==> config.mk <==
export PLATFORM = sky130hd
export DESIGN_NAME = uart_tx_queue_flat
export DESIGN_NICKNAME = d
export VERILOG_FILES = /design/src/rtl/uart_tx_queue_if.sv /design/src/rtl/uart_tx_queue.sv /design/src/flat_wrapper.sv
export SDC_FILE = /design/constraint.sdc
export NUM_CORES = 1
export LEC_CHECK = 0
export ABC_CLOCK_PERIOD_IN_PS = 3490
export CORE_UTILIZATION = 59
export CTS_CLUSTER_SIZE = 30
export DETAILED_ROUTE_END_ITERATION = 8
export GPL_TIMING_DRIVEN = 0
export PLACE_DENSITY = 0.85
export RECOVER_POWER = 100
export SYNTH_ARGS = -nofsm -noshare
export SYNTH_HDL_FRONTEND = slang
export SYNTH_SLANG_ARGS = --single-unit
==> constraint.sdc <==
create_clock -name clk -period 3.49 [get_ports clk]
set_input_delay 0.349 -clock clk [delete_from_list [all_inputs] [get_ports clk]]
set_output_delay 0.349 -clock clk [all_outputs]
set_load 0.01 [all_outputs]
==> src/rtl/uart_tx_queue_if.sv <==
// uart_tx_queue_if: core-side push handshake plus transmitter data/ok/busy link
interface uart_tx_queue_if;
  logic [7:0] in_data;
  logic in_valid;
  logic in_ready;
  logic [7:0] tx_data;
  logic tx_ok;
  logic tx_busy;
  modport master(output in_data, in_valid, tx_busy, input in_ready, tx_data, tx_ok);
  modport slave(input in_data, in_valid, tx_busy, output in_ready, tx_data, tx_ok);
endinterface

==> src/rtl/uart_tx_queue.sv <==
// uart_tx_queue: byte FIFO feeding a UART transmitter, one tx_ok pulse per stored byte
module uart_tx_queue #(
  parameter int DEPTH_LOG2 = 4,
  parameter int ACK_TIMEOUT = 8
) (
  input  logic clk,
  input  logic reset,
  uart_tx_queue_if.slave bus,
  output logic [DEPTH_LOG2:0] count,
  output logic empty,
  output logic overflow,
  output logic ack_error
);
  localparam int DEPTH = 1 << DEPTH_LOG2;
  localparam int TW = $clog2(ACK_TIMEOUT) + 1;
  typedef enum logic [1:0] {IDLE, ISSUE, ACK, DRAIN} state_t;
  state_t state_q, state_d;
  logic [7:0] mem_q [DEPTH];
  logic [DEPTH_LOG2-1:0] wr_ptr_q, wr_ptr_d, rd_ptr_q, rd_ptr_d;
  logic [DEPTH_LOG2:0] count_q, count_d;
  logic [TW-1:0] timer_q, timer_d;
  logic [7:0] tx_data_q, tx_data_d;
  logic tx_ok_q, tx_ok_d, overflow_q, overflow_d, ack_error_q, ack_error_d;
  logic push, pop;
  assign bus.in_ready = count_q < (DEPTH_LOG2+1)'(DEPTH);
  assign bus.tx_data = tx_data_q;
  assign bus.tx_ok = tx_ok_q;
  assign count = count_q;
  assign empty = count_q == '0;
  assign overflow = overflow_q;
  assign ack_error = ack_error_q;
  // Issue is held off while the transmitter still reports busy.
  always_comb begin
    push = bus.in_valid && bus.in_ready;
    pop = state_q == IDLE && count_q != '0 && !bus.tx_busy;
    wr_ptr_d = push ? wr_ptr_q + DEPTH_LOG2'(1) : wr_ptr_q;
    rd_ptr_d = pop ? rd_ptr_q + DEPTH_LOG2'(1) : rd_ptr_q;
    count_d = count_q + (DEPTH_LOG2+1)'(push) - (DEPTH_LOG2+1)'(pop);
    overflow_d = overflow_q || (bus.in_valid && !bus.in_ready);
    tx_data_d = pop ? mem_q[rd_ptr_q] : tx_data_q;
    tx_ok_d = pop;
    ack_error_d = ack_error_q;
    timer_d = timer_q;
    state_d = state_q;
    case (state_q)
      IDLE: begin
        state_d = pop ? ISSUE : IDLE;
        timer_d = pop ? '0 : timer_q;
      end
      ISSUE: state_d = ACK;
      ACK: begin
        if (bus.tx_busy) state_d = DRAIN;
        else if (int'(timer_q) + 1 >= ACK_TIMEOUT) begin
          ack_error_d = 1'b1;
          state_d = IDLE;
        end else timer_d = timer_q + TW'(1);
      end
      default: state_d = bus.tx_busy ? DRAIN : IDLE;
    endcase
  end
  always_ff @(posedge clk) if (push) mem_q[wr_ptr_q] <= bus.in_data;
  always_ff @(posedge clk) begin
    if (reset) begin
      state_q <= IDLE;
      wr_ptr_q <= '0;
      rd_ptr_q <= '0;
      count_q <= '0;
      timer_q <= '0;
      tx_data_q <= '0;
      tx_ok_q <= 1'b0;
      overflow_q <= 1'b0;
      ack_error_q <= 1'b0;
    end else begin
      state_q <= state_d;
      wr_ptr_q <= wr_ptr_d;
      rd_ptr_q <= rd_ptr_d;
      count_q <= count_d;
      timer_q <= timer_d;
      tx_data_q <= tx_data_d;
      tx_ok_q <= tx_ok_d;
      overflow_q <= overflow_d;
      ack_error_q <= ack_error_d;
    end
  end
endmodule

==> src/flat_wrapper.sv <==
// flat-port wrapper written by rule: the top's interface ports become plain ports
module uart_tx_queue_flat 
#(
  parameter int DEPTH_LOG2 = 4,
  parameter int ACK_TIMEOUT = 8
)
  (clk, reset, count, empty, overflow, ack_error, bus_in_data, bus_in_valid, bus_tx_busy, bus_in_ready, bus_tx_data, bus_tx_ok);
  uart_tx_queue_if bus_i ();
  input  logic clk;
  input  logic reset;
  output logic [DEPTH_LOG2:0] count;
  output logic empty;
  output logic overflow;
  output logic ack_error;
  input wire logic [$bits(bus_i.in_data)-1:0] bus_in_data;
  input wire logic [$bits(bus_i.in_valid)-1:0] bus_in_valid;
  input wire logic [$bits(bus_i.tx_busy)-1:0] bus_tx_busy;
  output wire logic [$bits(bus_i.in_ready)-1:0] bus_in_ready;
  output wire logic [$bits(bus_i.tx_data)-1:0] bus_tx_data;
  output wire logic [$bits(bus_i.tx_ok)-1:0] bus_tx_ok;
  assign bus_i.in_data = bus_in_data;
  assign bus_i.in_valid = bus_in_valid;
  assign bus_i.tx_busy = bus_tx_busy;
  assign bus_in_ready = bus_i.in_ready;
  assign bus_tx_data = bus_i.tx_data;
  assign bus_tx_ok = bus_i.tx_ok;
  uart_tx_queue #(.DEPTH_LOG2(DEPTH_LOG2), .ACK_TIMEOUT(ACK_TIMEOUT)) u_core (.clk(clk), .reset(reset), .bus(bus_i), .count(count), .empty(empty), .overflow(overflow), .ack_error(ack_error));
endmodule
==> summary.md <==
| Metric | Value |
|---|---|
| Synth cell count leaders | edfxtp_1, mux4_2, dfxtp_1, nor2_1, mux2i_1 |
| WS Path Type | flip-flop to flip-flop |
| Ranking of synthesized cells by area | edfxtp_1, mux4_2, dfxtp_1 |
| Startpoint Class | flip-flop |
| Final std cells w/o fill | 560 |
| Hold Fails Final Rpt | 0 |
| Die area | roughly 0.011 mm^2 |
| Layout cells sized above 1 | 0.170 |
| Crit end category | flip-flop |
| Total wire length | 12600 um |
| Clk_lat worst skew | ~0.52 ns |
| Power, Total | between 5 and 6 mW |
| DIE HEIGHT | 105 um |
| Initial antenna violation count | 0 |
| Hold slack | 0.472 ns |
| TritonCTS Sinks | 158 |
| Post-route cell area | 0.00732 mm^2 |
| Grt ovf | 0 |
| DPL Wire Length | 7890 um |
| Clk root buf | clkbuf_8 |
| Maximum clock insertion buffer count | 2 |
| Vias in the first global route | 3592 |
| Maxcap violations | 0 |
| Cells after Synth | between 300 and 400 |
| Critical path, cell by cell | inv_1 > ha_1 > or4b_1 > nand2_1 > inv_1 > ha_1 > inv_1 > ha_1 > inv_1 > fa_1 > nor2b_1 > o21bai_1 > a21oi_1 > nor3b_1 |
| FMAX | 343 MHz |
| Class of the worst hold path | flip-flop to flip-flop |
| Most used cell, CP | inv_1 |
| # rows | 37 |
| CP arrival | 3.30 ns |
| RePlAce Congestion | 0.759 |
| Fin. max-slew vios | 0 |
| Via Count | 3402 |
| PwrDens | 687 mW/mm^2 |
| Utilization after layout | 0.709 |
| Initial DRC count | 304 |
| Post-synthesis sequential area ratio | 0.705 |
| Synth async-reset ratio | 0 |
| Lkg Pwr | 2.45 nW |
| Most common cell in the netlist | edfxtp_1 |
| Crit-path max FO | 5 |
| Max VDD drop | 0.362 mV |
| Worst reg2reg path depth | 14 |
| Period utilisation layout | 0.837 |
| Pre-antenna DRT Iters | 5 |
| H-tree depth | 4 |
| Slowest CP cell | or4b_1 |
| Post-Place Worst Slack | roughly 0.33 ns |
| Setup bufs post-CTS | 0 |
| Starting Density | 0.611 |
| Final setup margin | 0.570 ns |
| Crit path launch | u_core.count[2] |
| Reg clk slew, reported paths | 0.06 ns |
| Worst-Margin Slew | 1.38 ns |
| Chip width | 105 um |
| RR Endpoint | u_core.count[4] |
| Setup Skew | 0.00495 ns |
| Total CTS buffers | 17 |
| RSZ-0062 raised after global routing | false |
| DR vias/cell | 6.08 |
| P&R area growth vs syn | 16.1% |
| CTS tree | yes |
| Crit path largest cell delay | 0.56 ns |
| Post-synth EDFFs | approximately 130 |
| Setup slack of the most critical reg-to-reg path | 0.57 ns |
| Top-area cell type share of the netlist area | 0.610 |
| Top Ports | 30 |
| Count of final setup violators | 0 |
| #FFs+latches synth | 158 |
| First-pass GRT wire length | 19400 um |
| Min cycle time layout | around 3 ns |
| Post-DP Area | 0.00677 mm^2 |
| Top_reg_cell synth | edfxtp_1 |
| Worst endpoint required time | 3.87 ns |
| Post-CTS sizing | 0 |
| # fillers | 617 |
| Ant diodes | 0 |
| Mean post-synth cell area | 17.3 um^2 |
| Status | complete, no violations |
| Post-route ant nets | 0 |
| Post-synth top area cell | edfxtp_1 |
| Slew headroom | 0.0749 |
| Reg-to-reg critical path startpoint | u_core.count[2] |
| Gr usage total | 0.250 |
| Setup_tns | 0 ns |
| Synthesis Warnings | 0 |
| Core Region | roughly 0.010 mm^2 |
| CTS Hold Buffers Added | 0 |
| Synth Cell Area | 0.00631 mm^2 |
| Worst setup path endpoint | u_core.count[4] |
| Post-synth net total | 390 |
| Yosys cell types | 40 |
| Pin count of the biggest net entering global routing | 17 |
| IO buf count | 29 |
| Cell count after placement | 529 |
| Wire per inst | 22.5 um |
| Drc violations | 0 |
| Nets | 439 |
worst max-delay path: cells and delay by family, from the launching register on:
family,cells,cell delay (ns)
buf+inv,4,0.31
compound gates,2,0.25
flops,1,0.32
simple gates,4,0.96
fa+ha+maj,4,0.94
flip-flops by register name, indices dropped and copies added (netlist names):
| name | cells |
|---|---|
| u_core.overflow | 1 |
| u_core.ack_error | 1 |
| u_core.wr_ptr_q | 4 |
| u_core.count | 5 |
| u_core.mem_q | 128 |
| u_core.state_q | 2 |
| u_core.rd_ptr_q | 4 |
| u_core.timer_q | 4 |
| u_core.bus.tx_ok | 1 |
| u_core.bus.tx_data | 8 |
metal layers:
layer	global-route usage	wire [um]	vias up
li1	-	-	1510
met5	0	0	-
met3	0.0742	923	32
met2	0.417	6580	170
met4	0.129	386	0
met1	0.294	4720	1690
cell type report:
type,instances,area (um^2),share of cell area
sequential,158,4440,0.607
multi-input combinational,173,1710,0.233
clock buffer,18,418,0.0571
timing repair buffer,30,294,0.0402
tap,136,170,0.0232
clock inverter,12,148,0.0202
buffer,18,85.1,0.0116
inverter,15,56.3,0.00769
how the worst min path moves through the flow:
stage | slack [ns] | cells after the start | from | end
2_1_floorplan | 0.45 | 0 | bus_in_data[0] | u_core.mem_q[0][0]
3_3_place_gp | 0.45 | 2 | u_core.overflow | u_core.overflow
3_5_place_dp | 0.47 | 2 | u_core.overflow | u_core.overflow
4_1_cts | 0.47 | 3 | bus_in_valid | u_core.overflow
5_1_grt | 0.49 | 3 | bus_in_valid | u_core.overflow
6_report | 0.47 | 2 | u_core.overflow | u_core.overflow
kinds of logic after synthesis:
kind of cell	count (synthesis)	synth area share
compound gates	30	0.0345
simple gates	73	0.0581
mux	48	0.140
fa+ha+maj	14	0.0290
flops	158	0.705
xor+xnor	8	0.0111
buf+inv	33	0.0228
power breakdown:
group	total (mW)	internal (mW)	leakage (nW)	switching, mW
sequential	2.23	2.15	1.40	0.0779
combinational	1.02	0.499	0.784	0.523
clock	1.77	1.07	0.264	0.700
total	5.03	3.73	2.45	1.30
cell usage in the layout (no fill, tap or decap), types with 5 or more instances in the layout:
master	netlist	routed
a21oi_1	9	9
mux4_2	32	32
nand3_1	12	12
xor2_1	5	5
mux2i_1	16	16
clkbuf_16	0	16
buf_2	7	5
clkbuf_1	7	11
edfxtp_1	128	128
nand2_1	8	9
clkinvlp_4	0	5
nor3_1	5	5
dlygate4sd3_1	0	27
nor2_1	28	28
inv_1	15	15
ha_1	13	13
nor2b_1	5	5
o221ai_1	8	8
dfxtp_1	30	30
Note: power is estimated with default switching activity, not from simulation.
